`src/rtl/controlador_sequenciador_if.sv`:
```
// Control bus between the SAP-1 sequencer and the datapath: run/opcode inputs,
// ring-counter state, control word, halt flag and retired-instruction count.
interface controlador_sequenciador_if #(
    parameter int OP_W  = 4,
    parameter int NUM_T = 6,
    parameter int CNT_W = 8
);
    logic             habilita;
    logic [OP_W-1:0]  opcode;
    logic [NUM_T-1:0] estado_t;
    logic             ciclo_busca;
    logic             ce_n;
    logic             cp;
    logic             ep;
    logic             lm;
    logic             li;
    logic             ei;
    logic             la;
    logic             ea;
    logic             lb;
    logic             su;
    logic             eu;
    logic             lo;
    logic             hlt;
    logic [CNT_W-1:0] instr_cnt;

    modport master (
        input  habilita, opcode,
        output estado_t, ciclo_busca, ce_n, cp, ep, lm, li, ei,
               la, ea, lb, su, eu, lo, hlt, instr_cnt
    );

    modport slave (
        output habilita, opcode,
        input  estado_t, ciclo_busca, ce_n, cp, ep, lm, li, ei,
               la, ea, lb, su, eu, lo, hlt, instr_cnt
    );
endinterface

```
`src/rtl/controlador_sequenciador.sv`:
```
// SAP-1 control/sequencing unit: one-hot T1..T6 ring counter, opcode decode into
// the per-state control word, sticky halt and retired-instruction counter.
module controlador_sequenciador #(
    parameter int OP_W  = 4,
    parameter int NUM_T = 6,
    parameter int CNT_W = 8
) (
    input  logic                        clk,
    input  logic                        rst_n,
    controlador_sequenciador_if.master  bus
);
    typedef enum logic [5:0] {
        T1 = 6'b000001,
        T2 = 6'b000010,
        T3 = 6'b000100,
        T4 = 6'b001000,
        T5 = 6'b010000,
        T6 = 6'b100000
    } estado_e;

    localparam logic [OP_W-1:0] OP_LDA = OP_W'(4'b0000);
    localparam logic [OP_W-1:0] OP_ADD = OP_W'(4'b0001);
    localparam logic [OP_W-1:0] OP_SUB = OP_W'(4'b0010);
    localparam logic [OP_W-1:0] OP_OUT = OP_W'(4'b1110);
    localparam logic [OP_W-1:0] OP_HLT = OP_W'(4'b1111);

    estado_e          r_estado;
    estado_e          w_estado_nxt;
    logic             r_hlt;
    logic             w_hlt_set;
    logic [CNT_W-1:0] r_cnt;
    logic [CNT_W-1:0] w_cnt_nxt;
    logic             w_run;
    logic             w_ciclo_busca;
    logic             w_ce_n;
    logic             w_cp, w_ep, w_lm, w_li, w_ei, w_la, w_ea, w_lb, w_su, w_eu, w_lo;

    // rst_n gates the decode so nothing is driven while reset is held
    assign w_run = rst_n & bus.habilita & ~r_hlt;

    // State, halt and instruction-count registers
    always_ff @(posedge clk or negedge rst_n) begin
        if (!rst_n) begin
            r_estado <= T1;
            r_hlt    <= 1'b0;
            r_cnt    <= {CNT_W{1'b0}};
        end else begin
            r_estado <= w_estado_nxt;
            r_hlt    <= r_hlt | w_hlt_set;
            r_cnt    <= w_cnt_nxt;
        end
    end

    // Next state, counter and control word decode
    always_comb begin
        w_estado_nxt  = r_estado;
        w_cnt_nxt     = r_cnt;
        w_hlt_set     = 1'b0;
        w_ce_n        = 1'b1;
        w_cp          = 1'b0;
        w_ep          = 1'b0;
        w_lm          = 1'b0;
        w_li          = 1'b0;
        w_ei          = 1'b0;
        w_la          = 1'b0;
        w_ea          = 1'b0;
        w_lb          = 1'b0;
        w_su          = 1'b0;
        w_eu          = 1'b0;
        w_lo          = 1'b0;

        case (r_estado)
            T1, T2, T3: w_ciclo_busca = 1'b1;
            T4, T5, T6: w_ciclo_busca = 1'b0;
            default:    w_ciclo_busca = 1'b1;
        endcase

        if (w_run) begin
            case (r_estado)
                T1: begin
                    w_ep         = 1'b1;
                    w_lm         = 1'b1;
                    w_estado_nxt = T2;
                end
                T2: begin
                    w_cp         = 1'b1;
                    w_estado_nxt = T3;
                end
                T3: begin
                    w_ce_n       = 1'b0;
                    w_li         = 1'b1;
                    w_estado_nxt = T4;
                end
                T4: begin
                    w_estado_nxt = T5;
                    case (bus.opcode)
                        OP_LDA, OP_ADD, OP_SUB: begin
                            w_ei = 1'b1;
                            w_lm = 1'b1;
                        end
                        OP_OUT: begin
                            w_ea = 1'b1;
                            w_lo = 1'b1;
                        end
                        OP_HLT: begin
                            w_hlt_set    = 1'b1;
                            w_estado_nxt = T4;
                        end
                        default: w_hlt_set = 1'b0;
                    endcase
                end
                T5: begin
                    w_estado_nxt = T6;
                    case (bus.opcode)
                        OP_LDA: begin
                            w_ce_n = 1'b0;
                            w_la   = 1'b1;
                        end
                        OP_ADD, OP_SUB: begin
                            w_ce_n = 1'b0;
                            w_lb   = 1'b1;
                        end
                        default: w_ce_n = 1'b1;
                    endcase
                end
                T6: begin
                    w_estado_nxt = T1;
                    w_cnt_nxt    = r_cnt + {{(CNT_W-1){1'b0}}, 1'b1};
                    case (bus.opcode)
                        OP_ADD: begin
                            w_eu = 1'b1;
                            w_la = 1'b1;
                        end
                        OP_SUB: begin
                            w_su = 1'b1;
                            w_eu = 1'b1;
                            w_la = 1'b1;
                        end
                        default: w_eu = 1'b0;
                    endcase
                end
                default: w_estado_nxt = T1;
            endcase
        end else begin
            w_estado_nxt = r_estado;
        end
    end

    assign bus.estado_t    = NUM_T'(r_estado);
    assign bus.ciclo_busca = w_ciclo_busca;
    assign bus.ce_n        = w_ce_n;
    assign bus.cp          = w_cp;
    assign bus.ep          = w_ep;
    assign bus.lm          = w_lm;
    assign bus.li          = w_li;
    assign bus.ei          = w_ei;
    assign bus.la          = w_la;
    assign bus.ea          = w_ea;
    assign bus.lb          = w_lb;
    assign bus.su          = w_su;
    assign bus.eu          = w_eu;
    assign bus.lo          = w_lo;
    // Halt shows up in T4 already, before the sticky bit has been written
    assign bus.hlt         = r_hlt | w_hlt_set;
    assign bus.instr_cnt   = r_cnt;
endmodule

```
`src/flat_wrapper.sv`:
```
// flat-port wrapper written by rule: the top's interface ports become plain ports
module controlador_sequenciador_flat 
#(
    parameter int OP_W  = 4,
    parameter int NUM_T = 6,
    parameter int CNT_W = 8
)
  (clk, rst_n, bus_habilita, bus_opcode, bus_estado_t, bus_ciclo_busca, bus_ce_n, bus_cp, bus_ep, bus_lm, bus_li, bus_ei, bus_la, bus_ea, bus_lb, bus_su, bus_eu, bus_lo, bus_hlt, bus_instr_cnt);
  controlador_sequenciador_if #(.OP_W(OP_W), .NUM_T(NUM_T), .CNT_W(CNT_W)) bus_i ();
  input  logic clk;
  input  logic rst_n;
  input wire logic [$bits(bus_i.habilita)-1:0] bus_habilita;
  input wire logic [$bits(bus_i.opcode)-1:0] bus_opcode;
  output wire logic [$bits(bus_i.estado_t)-1:0] bus_estado_t;
  output wire logic [$bits(bus_i.ciclo_busca)-1:0] bus_ciclo_busca;
  output wire logic [$bits(bus_i.ce_n)-1:0] bus_ce_n;
  output wire logic [$bits(bus_i.cp)-1:0] bus_cp;
  output wire logic [$bits(bus_i.ep)-1:0] bus_ep;
  output wire logic [$bits(bus_i.lm)-1:0] bus_lm;
  output wire logic [$bits(bus_i.li)-1:0] bus_li;
  output wire logic [$bits(bus_i.ei)-1:0] bus_ei;
  output wire logic [$bits(bus_i.la)-1:0] bus_la;
  output wire logic [$bits(bus_i.ea)-1:0] bus_ea;
  output wire logic [$bits(bus_i.lb)-1:0] bus_lb;
  output wire logic [$bits(bus_i.su)-1:0] bus_su;
  output wire logic [$bits(bus_i.eu)-1:0] bus_eu;
  output wire logic [$bits(bus_i.lo)-1:0] bus_lo;
  output wire logic [$bits(bus_i.hlt)-1:0] bus_hlt;
  output wire logic [$bits(bus_i.instr_cnt)-1:0] bus_instr_cnt;
  assign bus_i.habilita = bus_habilita;
  assign bus_i.opcode = bus_opcode;
  assign bus_estado_t = bus_i.estado_t;
  assign bus_ciclo_busca = bus_i.ciclo_busca;
  assign bus_ce_n = bus_i.ce_n;
  assign bus_cp = bus_i.cp;
  assign bus_ep = bus_i.ep;
  assign bus_lm = bus_i.lm;
  assign bus_li = bus_i.li;
  assign bus_ei = bus_i.ei;
  assign bus_la = bus_i.la;
  assign bus_ea = bus_i.ea;
  assign bus_lb = bus_i.lb;
  assign bus_su = bus_i.su;
  assign bus_eu = bus_i.eu;
  assign bus_lo = bus_i.lo;
  assign bus_hlt = bus_i.hlt;
  assign bus_instr_cnt = bus_i.instr_cnt;
  controlador_sequenciador #(.OP_W(OP_W), .NUM_T(NUM_T), .CNT_W(CNT_W)) u_core (.clk(clk), .rst_n(rst_n), .bus(bus_i));
endmodule
```
`config.mk`:
```
export PLATFORM = sky130hd
export DESIGN_NAME = controlador_sequenciador_flat
export DESIGN_NICKNAME = d
export VERILOG_FILES = /design/src/rtl/controlador_sequenciador_if.sv /design/src/rtl/controlador_sequenciador.sv /design/src/flat_wrapper.sv
export SDC_FILE = /design/constraint.sdc
export NUM_CORES = 1
export LEC_CHECK = 0
export CAP_MARGIN = 20
export CORE_MARGIN = 1.5
export CORE_UTILIZATION = 35
export DETAILED_ROUTE_END_ITERATION = 16
export PLACE_DENSITY = 0.79
export SYNTH_ARGS = -nofsm -noshare
export SYNTH_HDL_FRONTEND = slang
export SYNTH_SLANG_ARGS = --single-unit
```
`constraint.sdc`:
```
create_clock -name clk -period 2.46 [get_ports clk]
set_input_delay 0.615 -clock clk [delete_from_list [all_inputs] [get_ports clk]]
set_output_delay 0.615 -clock clk [all_outputs]
set_load 0.01 [all_outputs]
```
==> out/metrics.csv <==
metric,value,unit
Max-cap violations,0,
Mapped Area,876,sq um
Max stage delay on crit path,0.57,ns
layout cells sized above 1,44.7,%
Place WS,-0.446,ns
antenna violations before repair,0,
DR vias/cell,5.32,
Worst-path clk slew,0.09,ns
Tcrit/Tclk final,106,%
Synth top area share,40.0,%
Setup Crit Path Kind,reg2out,
WP buf/inv,2,
Final nets,170,
first-pass GRT wire length,4220,um
YS warnings,0,
diode count,0,
final core occ,69.1,%
Initial Utilization,38.1,%
clk_skew,0.00598,ns
GRT Overall Usage,20.6,%
critical path startpoint category,flop,
# H-tree levels,1,
Die Width,53.0,um
CTS Hold Bufs,0,
synth top area cells,"dfrtp_1, xnor2_1, nor2_1",
mux contribution to synthesized area,1.29,%
GPL Wtd Cong,0.877,
CP Max Fanout,4,
synth unique cells,33,
RSZ-0062 raised after global routing,yes,
largest family of logic cells by synthesized area,simple AND/OR/NAND/NOR gates,
Final Hold Vio Count,0,
Die Y,53.0,um
Seq cells post-synth,15,
gr ovfl total,0,
Mapped Cells,93,
min cycle time layout,2.60,ns
largest net degree at the start of global routing,10,
Root Buffer,clkbuf_4,
CTS Sinks,15,
post-route ant nets,0,
Area Growth Syn to Fin,81.1,%
"CP delay by family, top",simple AND/OR/NAND/NOR gates,
total CTS buffers,3,
Critical Path End Type,output pin,
drc violations,0,
Mean Syn Cell Area,9.42,sq um
Post-Synth Simple-Gate Area,33.7,%
die area,2810,sq um
relative slew slack,79.0,%
Cell Rows,17,
Mapped Nets,101,
"commonest cells after routing, fill and taps aside","buf_4, clkdlybuf4s50_1, dfrtp_1, buf_2, nand2_1",
biggest area consumer among synthesized cells,dfrtp_1,
Layout fillers,188,
sequential share of the synthesized area,43.0,%
number of I/O port buffers,34,
Leakage,0.766,nW
Post-Route WL,2830,um
post-synthesis compound-gate area fraction,9.00,%
final total power,0.00141,W
Pwr Density,886,nW/um^2
Register Area,377,sq um
Worst EP arrival,1.99,ns
Max clock buf depth,2,
footprint of the multi-input gates,579,sq um
setup ws final,-0.141,ns
"Slowest-stage cell, CP",or4_4,
Critical Path RT,1.85,ns
# IOs,35,
WL/cell,15.0,um
core area,2300,sq um
"commonest non-fill, non-tap cell in the layout",buf_4,
number of DRC markers in iteration 0,35,
Min Hold Slack,0.439,ns
crit path cell chain,or4_4 > nor3b_4 > buf_4 > nand2_4 > nor3_4 > buf_2,
total number of vias,1005,
HP Class,in2async,
adder-cell share of the synthesized area,1.43,%
"Setup violations, final",9,
failing checks,negative setup slack,
Peak VDD IR,0.636,mV
Least-Margin Pin Slew,0.315,ns
Final Slew Violations,0,
vias in the first global route,943,
Detailed Place HPWL,1870,um
CTS tree,yes,
status,"finished, violations left",
setup_tns,-0.902,ns
DR pass1 iterations,5,
highest clock rate,384,MHz
Synth Area in XOR/XNOR,9.00,%
clock latency on the worst-skew pair,0.28,ns
==> state kept, by name, indices dropped and copies added (netlist names) <==
register	flops
u_core.bus.instr_cnt	8
u_core.bus.estado_t	6
u_core.r_hlt	1
==> repair_timing <==
item / in CTS / in global routing
buffers inserted: 10 / 4
gates resized for setup: 70 / 12
endpoints found under the setup margin: 14 / 14
pin swaps: 10 / 8
==> layer usage <==
metal,vias to the layer above,routed length (um),global-route usage [%]
li1,468,-,-
met1,501,1140,23.1
met2,32,1520,39.0
met3,4,136,5.65
met4,0,35,3.42
met5,-,0,0
==> report_power, final <==
part           internal, W  switching, W  leakage (nW)
registers         0.000309     0.0000570         0.200
clock network    0.0000604     0.0000804        0.0177
logic             0.000494      0.000404         0.548
==> Yosys cell counts, drive strengths merged <==
master	number
nor4	4
dfrtp	14
o21ai	5
or3	1
a22o	1
nand4	2
a21o	2
mux2	1
dfstp	1
and3b	1
buf	3
ha	1
nor3	5
xor2	3
nand3	4
a31o	1
nor2	11
nand2	10
xnor2	6
a31oi	1
nand3b	3
and2	1
nand2b	2
a21oi	3
inv	1
nor3b	3
or4	2
and4	1
==> through the flow <==
| stage | instances | instance area [sq um] |
|---|---|---|
| 2_1_floorplan | 93 | 887 |
| 3_3_place_gp | 171 | 1390 |
| 3_5_place_dp | 171 | 1390 |
| 4_1_cts | 185 | 1500 |
| 5_1_grt | 189 | 1590 |
| 6_report | 189 | 1590 |
==> layout make-up <==
type	count	share of cell area, %
multi-input combinational	74	36.5
timing repair buffer	67	35.6
sequential	15	23.7
tap	28	2.21
clock buffer	3	1.42
clock inverter	1	0.315
inverter	1	0.237
==> worst paths after layout <==
check	cells past startpoint	slack, ns	from	end
min in group clk	1	0.49	u_core.bus.instr_cnt[7]	u_core.bus.instr_cnt[7]
max in group asynchronous	2	1.81	rst_n	u_core.bus.estado_t[0]
hold reg to reg	1	0.49	u_core.bus.instr_cnt[7]	u_core.bus.instr_cnt[7]
setup / recovery	6	-0.14	u_core.bus.estado_t[0]	bus_ea
setup reg to reg	6	0.56	u_core.bus.estado_t[0]	u_core.bus.instr_cnt[5]
hold / removal	2	0.44	rst_n	u_core.bus.instr_cnt[1]
==> logic make-up (layout without fill, tap and decap cells) <==
| kind of cell | Yosys count | count (layout) |
|---|---|---|
| xor+xnor | 9 | 9 |
| simple gates | 50 | 50 |
| buf+inv | 4 | 72 |
| fa+ha+maj | 1 | 1 |
| mux | 1 | 1 |
| flops | 15 | 15 |
| compound gates | 13 | 13 |
Power figures use the tool's default switching activity.
